[config.mk]
export PLATFORM = sky130hd
export DESIGN_NAME = fetch_ctrl
export DESIGN_NICKNAME = d
export VERILOG_FILES = /design/src/rtl/fetch_ctrl.sv
export SDC_FILE = /design/constraint.sdc
export NUM_CORES = 1
export LEC_CHECK = 0
export BUFFER_PORTS_ARGS = -buffer_cell sky130_fd_sc_hd__buf_4
export CORE_ASPECT_RATIO = 0.8
export CORE_MARGIN = 2
export CORE_UTILIZATION = 30
export DETAILED_ROUTE_END_ITERATION = 10
export PLACE_DENSITY = 0.48
export REMOVE_ABC_BUFFERS = 1
export SLEW_MARGIN = 5
export SYNTH_ARGS = -nofsm -noshare
export SYNTH_HDL_FRONTEND = slang
export SYNTH_SLANG_ARGS = --single-unit
[constraint.sdc]
create_clock -name clk -period 2.5 [get_ports clk]
set_clock_uncertainty 0.1 [all_clocks]
set_input_delay 0.25 -clock clk [delete_from_list [all_inputs] [get_ports clk]]
set_output_delay 0.25 -clock clk [all_outputs]
set_load 0.01 [all_outputs]
[src/rtl/fetch_ctrl.sv]
// fetch_ctrl: instruction fetch sequencer with a one-entry output buffer,
// redirect draining, halt handling and an unacknowledged-request timeout.
//
// state   | meaning
// FETCH   | issuing and completing requests into the output buffer
// DRAIN   | redirect arrived mid-request; waiting for the ack to discard it
// HALTED  | halt held, no requests; redirects still move the PC
// ERROR   | misaligned target or timeout; absorbing until reset
module fetch_ctrl #(
    parameter logic [31:0] RESET_VECTOR = 32'h0000_0000,
    parameter int          MAX_WAIT     = 15
) (
    input  logic        clk,
    input  logic        reset,
    output logic        imem_req,
    output logic [31:0] imem_addr,
    input  logic        imem_ack,
    input  logic [31:0] imem_rdata,
    output logic        instr_valid,
    output logic [31:0] instr,
    output logic [31:0] instr_pc,
    input  logic        instr_ready,
    input  logic        redirect_valid,
    input  logic [31:0] redirect_target,
    input  logic        halt,
    output logic        fetch_err
);

    localparam int WW = $clog2(MAX_WAIT + 1);
    localparam logic [WW-1:0] WAIT_LAST = WW'(MAX_WAIT - 1);

    typedef enum logic [1:0] {
        ST_FETCH  = 2'd0,
        ST_DRAIN  = 2'd1,
        ST_HALTED = 2'd2,
        ST_ERROR  = 2'd3
    } state_t;

    state_t        r_state;
    state_t        w_state_n;
    logic          r_run;
    logic          r_out;
    logic          r_valid;
    logic          r_err;
    logic          r_tgt_bad;
    logic [31:0]   r_pc;
    logic [31:0]   r_instr;
    logic [31:0]   r_instr_pc;
    logic [31:0]   r_tgt;
    logic [WW-1:0] r_wait;

    logic          w_issue;
    logic          w_ack;
    logic          w_timeout;
    logic          w_misalign;
    logic          w_drain;
    logic          w_hold;
    logic          w_valid_n;
    logic          w_tgt_bad_n;
    logic          w_eff_bad;
    logic [31:0]   w_pc_n;
    logic [31:0]   w_instr_n;
    logic [31:0]   w_instr_pc_n;
    logic [31:0]   w_tgt_n;
    logic [31:0]   w_eff_tgt;

    // A fresh request is raised combinationally so that a draining buffer
    // can be refilled without a bubble; r_out keeps it up until the ack.
    assign w_issue    = r_run && (r_state == ST_FETCH) && !r_out && !halt &&
                        !redirect_valid && (!r_valid || instr_ready);
    assign imem_req   = r_out | w_issue;
    assign imem_addr  = r_pc;
    assign w_ack      = imem_req & imem_ack;
    assign w_timeout  = imem_req & ~imem_ack & (r_wait == WAIT_LAST);
    assign w_misalign = |redirect_target[1:0];
    assign w_drain    = r_valid & instr_ready;
    assign w_hold     = r_out & ~imem_ack;

    assign instr_valid = r_valid;
    assign instr       = r_instr;
    assign instr_pc    = r_instr_pc;
    assign fetch_err   = r_err;

    always_comb begin
        w_state_n    = r_state;
        w_pc_n       = r_pc;
        w_valid_n    = r_valid;
        w_instr_n    = r_instr;
        w_instr_pc_n = r_instr_pc;
        w_tgt_n      = r_tgt;
        w_tgt_bad_n  = r_tgt_bad;
        w_eff_tgt    = r_tgt;
        w_eff_bad    = r_tgt_bad;

        case (r_state)
            ST_FETCH: begin
                if (w_timeout) begin
                    w_state_n = ST_ERROR;
                end else if (redirect_valid) begin
                    if (w_hold) begin
                        w_tgt_n     = redirect_target;
                        w_tgt_bad_n = w_misalign;
                        w_valid_n   = 1'b0;
                        w_state_n   = ST_DRAIN;
                    end else if (w_misalign) begin
                        w_state_n = ST_ERROR;
                    end else begin
                        w_pc_n    = redirect_target;
                        w_valid_n = 1'b0;
                    end
                end else begin
                    if (w_ack) begin
                        w_instr_n    = imem_rdata;
                        w_instr_pc_n = r_pc;
                        w_pc_n       = r_pc + 32'd4;
                        w_valid_n    = 1'b1;
                    end else if (w_drain) begin
                        w_valid_n = 1'b0;
                    end
                    if (halt && !w_hold) begin
                        w_state_n = ST_HALTED;
                    end
                end
            end

            ST_DRAIN: begin
                if (w_drain) begin
                    w_valid_n = 1'b0;
                end
                if (redirect_valid) begin
                    w_eff_tgt = redirect_target;
                    w_eff_bad = w_misalign;
                end
                w_tgt_n     = w_eff_tgt;
                w_tgt_bad_n = w_eff_bad;
                if (w_timeout) begin
                    w_state_n = ST_ERROR;
                end else if (w_ack) begin
                    if (w_eff_bad) begin
                        w_state_n = ST_ERROR;
                    end else begin
                        w_pc_n    = w_eff_tgt;
                        w_state_n = ST_FETCH;
                    end
                end
            end

            ST_HALTED: begin
                if (w_drain) begin
                    w_valid_n = 1'b0;
                end
                if (redirect_valid && w_misalign) begin
                    w_state_n = ST_ERROR;
                end else begin
                    if (redirect_valid) begin
                        w_pc_n    = redirect_target;
                        w_valid_n = 1'b0;
                    end
                    if (!halt) begin
                        w_state_n = ST_FETCH;
                    end
                end
            end

            ST_ERROR: begin
                w_state_n = ST_ERROR;
            end

            default: begin
                w_state_n = ST_ERROR;
            end
        endcase
    end

    always_ff @(posedge clk or negedge reset) begin
        if (!reset) begin
            r_state    <= ST_FETCH;
            r_run      <= 1'b0;
            r_out      <= 1'b0;
            r_valid    <= 1'b0;
            r_err      <= 1'b0;
            r_tgt_bad  <= 1'b0;
            r_pc       <= RESET_VECTOR;
            r_instr    <= 32'h0;
            r_instr_pc <= 32'h0;
            r_tgt      <= 32'h0;
            r_wait     <= '0;
        end else begin
            r_state    <= w_state_n;
            r_run      <= 1'b1;
            r_out      <= imem_req & ~imem_ack & (w_state_n != ST_ERROR);
            r_valid    <= w_valid_n;
            r_err      <= r_err | (w_state_n == ST_ERROR);
            r_tgt_bad  <= w_tgt_bad_n;
            r_pc       <= w_pc_n;
            r_instr    <= w_instr_n;
            r_instr_pc <= w_instr_pc_n;
            r_tgt      <= w_tgt_n;
            r_wait     <= (imem_req & ~imem_ack) ? r_wait + WW'(1) : '0;
        end
    end

endmodule

After elaboration in Yosys (flattened, before gate mapping)
Cells that the tools add are included.

storage, ports and cells
  bits in registers = 139
  bits of input ports = 70
  output and inout port bits = 99
  logic and storage cells = 106

operators by class
  $add $sub $neg = 2
  eq/ne operators = 18
  multiplexer cells = 43
  bitwise operators = 11
  reductions and logical operators = 21

operators by type and width
  cell                                                  count
  two-way mux 32 bit                                    14
  case mux 32 bit (3 select lines)                      1
  case mux 32 bit (2 select lines)                      1
  adder 32 x 3 -> 32 bit (second input constant)        1
  two-way mux 2 bit                                     10
  != test 2 bit (second input constant)                 9
  two-way mux 1 bit                                     13
  AND reduction 10 bit                                  1
  != test 3 bit (second input constant)                 3
  case mux 2 bit (4 select lines)                       1
  AND reduction 4 bit                                   2
  logical AND 1 bit                                     7
  AND 1 bit                                             6
  equality test 2 bit (second input constant)           3
  logical NOT 1 bit                                     5
  adder 4 x 1 -> 4 bit (second input constant)          1
  equality test 4 bit (second input constant)           1
  two-way mux 4 bit                                     1
  != test 4 bit (second input constant)                 1
  inverter 1 bit                                        3
  case mux 1 bit (3 select lines)                       1
  AND reduction 3 bit                                   1
  nonzero test 3 bit                                    1
  equality test 2 x 1 -> 1 bit (second input constant)  1
  other kinds (6)                                       7

Longest topological paths before layout
Gate-level depths: netlist (run 1).

  word-level depth = 13
  mapped depth = 10
  gate-level depth less buffers = 8

Worst setup path before layout (run 1)
OpenSTA, ideal clock, no wires.

  kind = reg-to-reg
  from = register r_state[0]
  to = register r_instr[0] (netlist: instr[0])
  library setup time = 0.125 ns
  arrival = 2.067 ns
  data required time = 2.275 ns
  slack = 0.208 ns
  cell stages (with the launch flop) = 10
  period minus slack after synthesis = 2.292 ns
  cell sequence = dfrtp_1 > inv_1 > ha_1 > and4bb_4 > a21oi_4 > inv_4 > nand3_1 > buf_2 > buf_6 > mux2_2

on the way
  word-level cells in the longest chain between the ends = 11

ends and longest elaborated chain
  item                                    line  source
  from (decl)                             39    state_t r_state;
  from (signal assigned)                  189   r_state <= w_state_n;
  logical NOT 2 bit *                     69    assign w_issue = r_run && (r_state == ST_FETCH) && !r_out && !halt &&
  logical AND 1 bit * (4 in a row)        69
  logical AND 1 bit *                     70    !redirect_valid && (!r_valid || instr_ready);
  OR 1 bit *                              71    assign imem_req = r_out | w_issue;
  named net imem_req                      15    output logic imem_req,
  AND 1 bit (2 in a row)                  74    assign w_timeout = imem_req & ~imem_ack & (r_wait == WAIT_LAST);
  inverter 1 bit (no source line)         --
  AND reduction 4 bit (no source line) *  --
  to (signal assigned)                    196   r_instr <= w_instr_n;
  to (decl)                               47    logic [31:0] r_instr;

The timed path passes the listed nets; every way through them passes the cells marked *.
A chain may end at the register's enable or synchronous reset.

Worst setup path after layout (run 1)
  from = register r_state[1]
  to = register r_pc[26] (netlist: imem_addr[26])

on the way
  word-level cells in the longest chain between the ends = 11

ends and longest elaborated chain
  item                                   line    source
  logical NOT 2 bit                      69, 95
  logical AND 1 bit (4 in a row)         69
  logical AND 1 bit                      70
  OR 1 bit                               71
  AND 1 bit (2 in a row)                 74
  != test 2 bit (no source line)         --
  AND reduction 10 bit (no source line)  --
  to (signal assigned)                   195     r_pc <= w_pc_n;
  to (decl)                              46      logic [31:0] r_pc;

Parallel ways exist; a longest one is shown, timed or not.

==> impl_results.md, run 1 <==
* Outcome: completed
* Yosys top cell area share at 48.4%
* # Max-Cap Violations at 0
* Number of synthesized flops with an enable pin at 0
* Setup CP Type: reg -> reg
* Highest clock rate at 0.415 GHz
* Reg area at 3480 sq um
* FF-to-FF End: imem_addr[26]
* Leakage power at 4.71 nW
* Multi-input gate area at 3450 sq um
* Crit-path cells: inv_1 -> ha_1 -> a211oi_1 -> o31a_1 -> o221ai_4 -> buf_12 -> or3_1 -> a22o_1
* Longest Clk Path Bufs at 2
* Crit share post-route at 96.5%
* Slew HR at 63.4%
* Worst reg-to-reg setup slack at 0.09 ns
* Detailed Routing Iterations Pass 1 at 6
* Seq/Total Area, Yosys at 48.4%
* Sink of the worst hold path: r_tgt[7]
* Final min period at 2.41 ns
* Maximum vdd drop at 0.611 mV
* First-pass GRT wire length at 35.1 mm
* Die Wd at 177 um
* Htree depth at 4
* Reg clk slew, reported paths at 0.06 ns
* Pre-CTS setup slack at 0.0673 ns
* Max-slew violations at 0
* Hold depth at 2
* Routed wire per std cell at 18.1 um
* CP peak stage delay at 0.43 ns
* Area Growth Syn to Fin at 41.8%
* Pwr dens at 1120 nW/um^2
* Count of unique library cells instantiated by Yosys at 71
* Total Routing Usage GR at 17.9%
* Final Cell Area at 10200 sq um
* Vias at 6190
* Critical Path RT at 2.71 ns
* Ys flop type: dfrtp_1
* Postcts setup bufs at 0
* WP data arrival at 2.62 ns
* Root buf cell: clkbuf_16
* Syn Inst Count at 636
* Crit path buf inv count at 2
* Final Hold Vio Count at 0
* HPWL after detailed placement at 15.5 mm
* Wirelength, routed at 21.8 mm
* Core footprint at 23500 sq um
* Chip Height at 142 um
* Worst hold start: redirect_target[7]
* Initial Util at 30.6%
* GRT overflow at 0
* Largest net degree at the start of global routing at 64
* DR vias/cell at 5.14
* Reg2Reg Depth at 8
* Number of core rows at 50
* Remaining DRCs at 0
* Vias in the first global route at 6291
* RR Startpoint: r_state[1]
* Slew @ Worst Pin at 0.546 ns
* CP startpoint kind: flop
* Num CTS Buffers at 17
* Setup violators final at 0
* Yosys reg bits at 139
* CP delay by family, top: compound AO/OA/AOI/OAI gates
* Initial antenna violation count at 0
* Post-route worst setup slack at 0.0879 ns
* Synth Area per Inst at 11.3 sq um
* Critical-path top delay cell: dfrtp_1
* Post-synthesis cell type with the largest combined area: dfrtp_1
* Ant. Diodes at 0
* Synth warn at 0
* Placed cell area at 8970 sq um
* Nets@finish at 959
* Post-route ant nets at 0
* Mapped Area at 7180 sq um
* CTS tree: yes
* Asr flop ratio synth at 100%
* Die ar. at 25200 sq um
* RSZ-0062 raised after global routing: false
* Initial drt markers at 522
* Ratio of cells with drive above 1 in the final layout at 40.0%
* Later-pin clock latency in the skew report at 0.42 ns
* Tightest Hold Check Type: in -> reg
* # fillers at 2225
* Crit. End Element: flop
* Setup TNS at 0 ns
* Port bufs at 168
* GPL Wtd Cong at 0.912
* TritonCTS Sinks at 139
* Cells taking the most area after synthesis: dfrtp_1 (48%), mux2_2 (16%), o21ai_0 (2.4%), a21oi_1 (2.2%), nand2_1 (1.9%)
* I/O pins at 169
* Final Power at 0.0114 W
* Worst-path fanout max at 26
[per-layer routing]
metal	routed length [um]	GRT usage, %
met1	10400	25.2
met2	10000	28.0
met3	1200	3.37
met4	209	4.78
met5	0	0
[cells in the final DEF, fill, tap and decap left out, types with 3 or more instances in the layout]
master,count
inv_1,9
nand3_1,14
a22oi_1,16
a22o_1,14
mux2i_1,5
a21oi_1,32
nand4_1,6
nor2b_1,4
nor2_1,22
and3_1,8
o211ai_1,8
o22a_1,5
a221oi_1,6
o21ai_0,35
o31ai_1,14
dfrtp_1,139
a41oi_1,5
nor3_1,11
clkbuf_16,17
ha_1,7
a31oi_1,12
and2_1,4
bufinv_16,3
dlygate4sd3_1,60
mux2_2,99
nand2_1,37
xnor2_1,4
a211o_1,4
nand2b_1,6
o31a_1,7
a21oi_4,3
a211oi_1,7
or3_1,3
and4_1,5
buf_12,5
buf_4,201
[metrics by stage]
step,cells,hold slack [ns],utilization [%]
global route,1205,0.00377,43.4
floorplan,595,-0.146,-
global placement,1114,0.140,38.2
detailed placement,1114,0.147,38.2
finish,1205,0.0149,43.4
CTS,1205,0.00129,43.4
[power breakdown]
| part | internal (W) | switching (W) |
|---|---|---|
| Combinational | 0.00245 | 0.00278 |
| Clock | 0.00162 | 0.000987 |
| Sequential | 0.00294 | 0.000634 |
| Total | 0.00702 | 0.00440 |
[state kept, by name (all words and copies together) (netlist names)]
register	cells
r_tgt_bad	1
instr_valid	1
r_tgt	32
instr	32
instr_pc	32
r_wait	4
r_out	1
fetch_err	1
r_run	1
r_state	2
imem_addr	32
[worst reg2reg max path: stages (launching register included)]
cell and delay (ns):
dfrtp_1 0.43, inv_1 0.12, ha_1 0.25, a211oi_1 0.25
o31a_1 0.25, o221ai_4 0.16, buf_12 0.20, or3_1 0.36
a22o_1 0.18
[synthesized netlist by cell type (5+ instances only)]
library cell	n
a211oi_1	7
a21oi_1	32
a221oi_1	6
a22o_1	14
a22oi_1	16
a31oi_1	12
a41oi_1	5
and3_1	8
and4_1	5
buf_2	21
buf_6	7
clkbuf_1	8
dfrtp_1	139
ha_1	8
inv_1	9
mux2_2	99
mux2i_1	5
nand2_1	37
nand2b_1	6
nand3_1	15
nand4_1	6
nor2_1	22
nor3_1	11
o211ai_1	8
o21ai_0	35
o22a_1	5
o31a_1	7
o31ai_1	14
[worst max-delay path by stage]
stage / slack, ns / cells past startpoint / start / end
detailed placement: 0.07 / 8 / r_state[0] / instr[24]
finish: 0.09 / 8 / r_state[1] / imem_addr[26]
CTS: 0.06 / 8 / r_state[0] / fetch_err
global route: 0.01 / 9 / r_state[0] / imem_addr[26]
global placement: 0.16 / 9 / r_state[0] / imem_addr[26]
floorplan: -1.21 / 7 / r_state[0] / instr[0]
[kinds of logic (layout without fill, tap and decap cells)]
kind of cell / count (synthesis) / after routing / share of synthesized area, %
xor gates and xnor gates: 5 / 5 / 0.610
and+or+nand+nor: 138 / 138 / 10.4
adders and majority gates: 8 / 8 / 1.39
other: 1 / 1 / 0.0522
AOI/OAI and AO/OA: 188 / 188 / 18.7
muxes: 105 / 105 / 16.4
buffers and inverters: 52 / 309 / 3.95
DFF: 139 / 139 / 48.4
[repair_timing]
action                                  in CTS  in global routing
resized for setup                            0                  3
endpoints found under the setup margin       0                 53
hold buffers                                60                  0
endpoints found under the hold margin      109                  0
[layout make-up]
cell class,instances,share of cell area (%)
sequential,139,34.2
inverter,11,0.430
clock inverter,10,1.39
tap,312,3.83
multi-input combinational,445,33.9
clock buffer,21,4.52
timing repair buffer,267,21.8
Note: power is estimated with default switching activity, not from simulation.
==> inputs of run 2 (changes only) <==
Settings changed: ABC_AREA set to 1, PLACE_DENSITY 0.48 to 0.47.
==> impl_results.md, run 2 <==
* Outcome: completed
* Maximum vdd drop at 0.536 mV
* Crit-path cells: inv_1 -> ha_2 -> inv_2 -> nor2_4 -> nand3_2 -> nand2_4 -> nand4_1 -> nand2_1 -> nor2_4 -> inv_2 -> buf_12 -> nor2_1 -> nand2_1 -> nand2_1
* Met2 Use GR at 28.7%
* Wirelength, routed at 25.4 mm
* Later-pin clock latency in the skew report at 0.43 ns
* Initial antenna violation count at 0
* Crit. End Element: flop
* Met3 Resource Use GR at 3.89%
* Initial Util at 30.7%
* Synth Area per Inst at 7.51 sq um
* Die Wd at 184 um
* Most common cell in the netlist: nand2_1
* CP peak stage delay at 0.42 ns
* Tightest Hold Check Type: in -> reg
* Num CTS Buffers at 17
* # fillers at 2637
* Slew HR at 65.0%
* Hold WS at 0.0495 ns
* I/O pins at 169
* Seq/Total Area, Yosys at 44.7%
* First-pass GRT wire length at 40.0 mm
* Layer with the highest usage: met2
* Syn Inst Count at 1036
* Chip Height at 148 um
* Final min period at 2.32 ns
* Setup TNS at 0 ns
* Pre-CTS setup slack at 0.121 ns
* Top cells by count, synth: nand2_1 (325), dfrtp_1 (139), o21ai_0 (115)
* Initial drt markers at 579
* CTS tree: yes
* Vias in the first global route at 7038
* Number of synthesized flops with an enable pin at 0
* Die ar. at 27200 sq um
* Detailed Routing Iterations Pass 1 at 6
* Highest clock rate at 0.431 GHz
* HPWL after detailed placement at 18.1 mm
* TritonCTS Sinks at 139
* CP startpoint kind: flop
* Port bufs at 168
* Mapped Area at 7780 sq um
* Synth warn at 0
* RSZ-0062 raised after global routing: true
* Number of core rows at 52
* Vias at 7431
* Post-route ant nets at 0
* Longest Clk Path Bufs at 2
* Ys flop type: dfrtp_1
* Pwr dens at 1160 nW/um^2
* Postcts setup bufs at 0
* Placed cell area at 9460 sq um
* Post-route worst setup slack at 0.178 ns
* Area Growth Syn to Fin at 34.1%
* Ant. Diodes at 0
* Crit share post-route at 92.9%
* Critical-path top delay cell: dfrtp_1
* GPL Wtd Cong at 0.862
* Most common cell after layout, fill and taps aside: nand2_1
* Routed wire per std cell at 16.2 um
* Root buf cell: clkbuf_16
* Setup violators final at 0
* Final Cell Area at 10400 sq um
* Reg clk slew, reported paths at 0.06 ns
* Yosys reg bits at 139
* DR vias/cell at 4.75
* Remaining DRCs at 0
* Cells taking the most area after synthesis: dfrtp_1 (45%), nand2_1 (16%), o21ai_0 (7.4%), mux2_2 (5.8%), inv_1 (4.4%)
* Slew @ Worst Pin at 0.523 ns
* Core footprint at 25400 sq um
* Htree depth at 4
* Setup CP Type: reg -> reg
* WP data arrival at 2.54 ns
* Cell repeated most along the worst path: nand2_1
* Commonest cells after routing, fill and taps aside: nand2_1 (325), buf_4 (183), dfrtp_1 (139), o21ai_0 (115), inv_1 (91)
* Largest net degree at the start of global routing at 75
* Yosys top cell area share at 44.7%
* Asr flop ratio synth at 100%
* Post-synthesis cell type with the largest combined area: dfrtp_1
* Critical Path RT at 2.72 ns
* Total Routing Usage GR at 19.1%
* Count of unique library cells instantiated by Yosys at 37
* Final Hold Vio Count at 0
* Nets@finish at 1306
* Worst-path fanout max at 25
* GR Util met1 at 28.6%
* Fin cells at 1565
* Total placed cells including tap cells at 1499
* Leakage power at 5.12 nW
* # Max-Cap Violations at 0
* Ratio of cells with drive above 1 in the final layout at 22.4%
* GRT overflow at 0
* Max-slew violations at 0
-- run 2: layer usage --
metal,vias to the layer above,wire [um]
met5,-,0
met4,0,128
met3,11,1310
met2,187,11000
met1,3488,13000
li1,3745,-
-- run 2: worst paths after layout --
check	cells after the start	end	slack (ns)	startpoint
worst min-delay path	5	imem_addr[28]	0.05	redirect_target[28]
min in group asynchronous	2	r_tgt[30]	0.25	reset
max in group asynchronous	3	fetch_err	1.37	reset
worst max register to register	14	imem_addr[29]	0.18	r_state[0]
worst min register to register	1	fetch_err	0.38	fetch_err
worst max-delay path	14	imem_addr[29]	0.18	r_state[0]
-- run 2: critical path: cells and delay by family (launching register included) --
kind	cells	cell delay (ns)
fa+ha+maj	1	0.23
buf+inv	4	0.54
flops	1	0.42
simple gates	9	0.91
-- run 2: cells by family (layout without fill, tap and decap cells) --
kind of cell	Yosys count	after routing	synth area share [%]
AO/OA/AOI/OAI	217	217	14.4
flip-flops	139	139	44.7
adder cells (fa/ha/maj)	8	8	1.29
multiplexers	40	40	5.79
AND/OR/NAND/NOR	475	475	24.9
XOR/XNOR	10	10	1.13
buffers and inverters	146	351	7.67
other	1	1	0.0482
-- run 2: where the power goes --
| group | switching [W] | leakage [nW] | internal, W |
|---|---|---|---|
| Clock | 0.00106 | 0.289 | 0.00163 |
| Combinational | 0.00334 | 3.05 | 0.00225 |
| Sequential | 0.000754 | 1.78 | 0.00307 |
| Total | 0.00515 | 5.12 | 0.00696 |
-- run 2: cell type report --
type	instances	area, sq um	area share, %
inverter	94	355	3.41
timing repair buffer	225	1860	17.8
clock inverter	12	164	1.57
multi-input combinational	751	3710	35.6
sequential	139	3480	33.3
tap	324	405	3.89
clock buffer	20	457	4.38
-- run 2: timing repair --
item                                    CTS  global route
hold buffers                             34             0
endpoints found under the hold margin    79             0
endpoints found under the setup margin    0            42
gates resized for setup                   0             4
-- run 2: stage by stage --
| step | total power, W | util, % |
|---|---|---|
| 6_report | 0.0121 | 41.1 |
| 5_1_grt | 0.0131 | 41.1 |
| 4_1_cts | 0.0122 | 41.1 |
| 3_5_place_dp | 0.00941 | 37.3 |
| 3_3_place_gp | 0.00938 | 37.3 |
| 2_1_floorplan | 0.00683 | - |
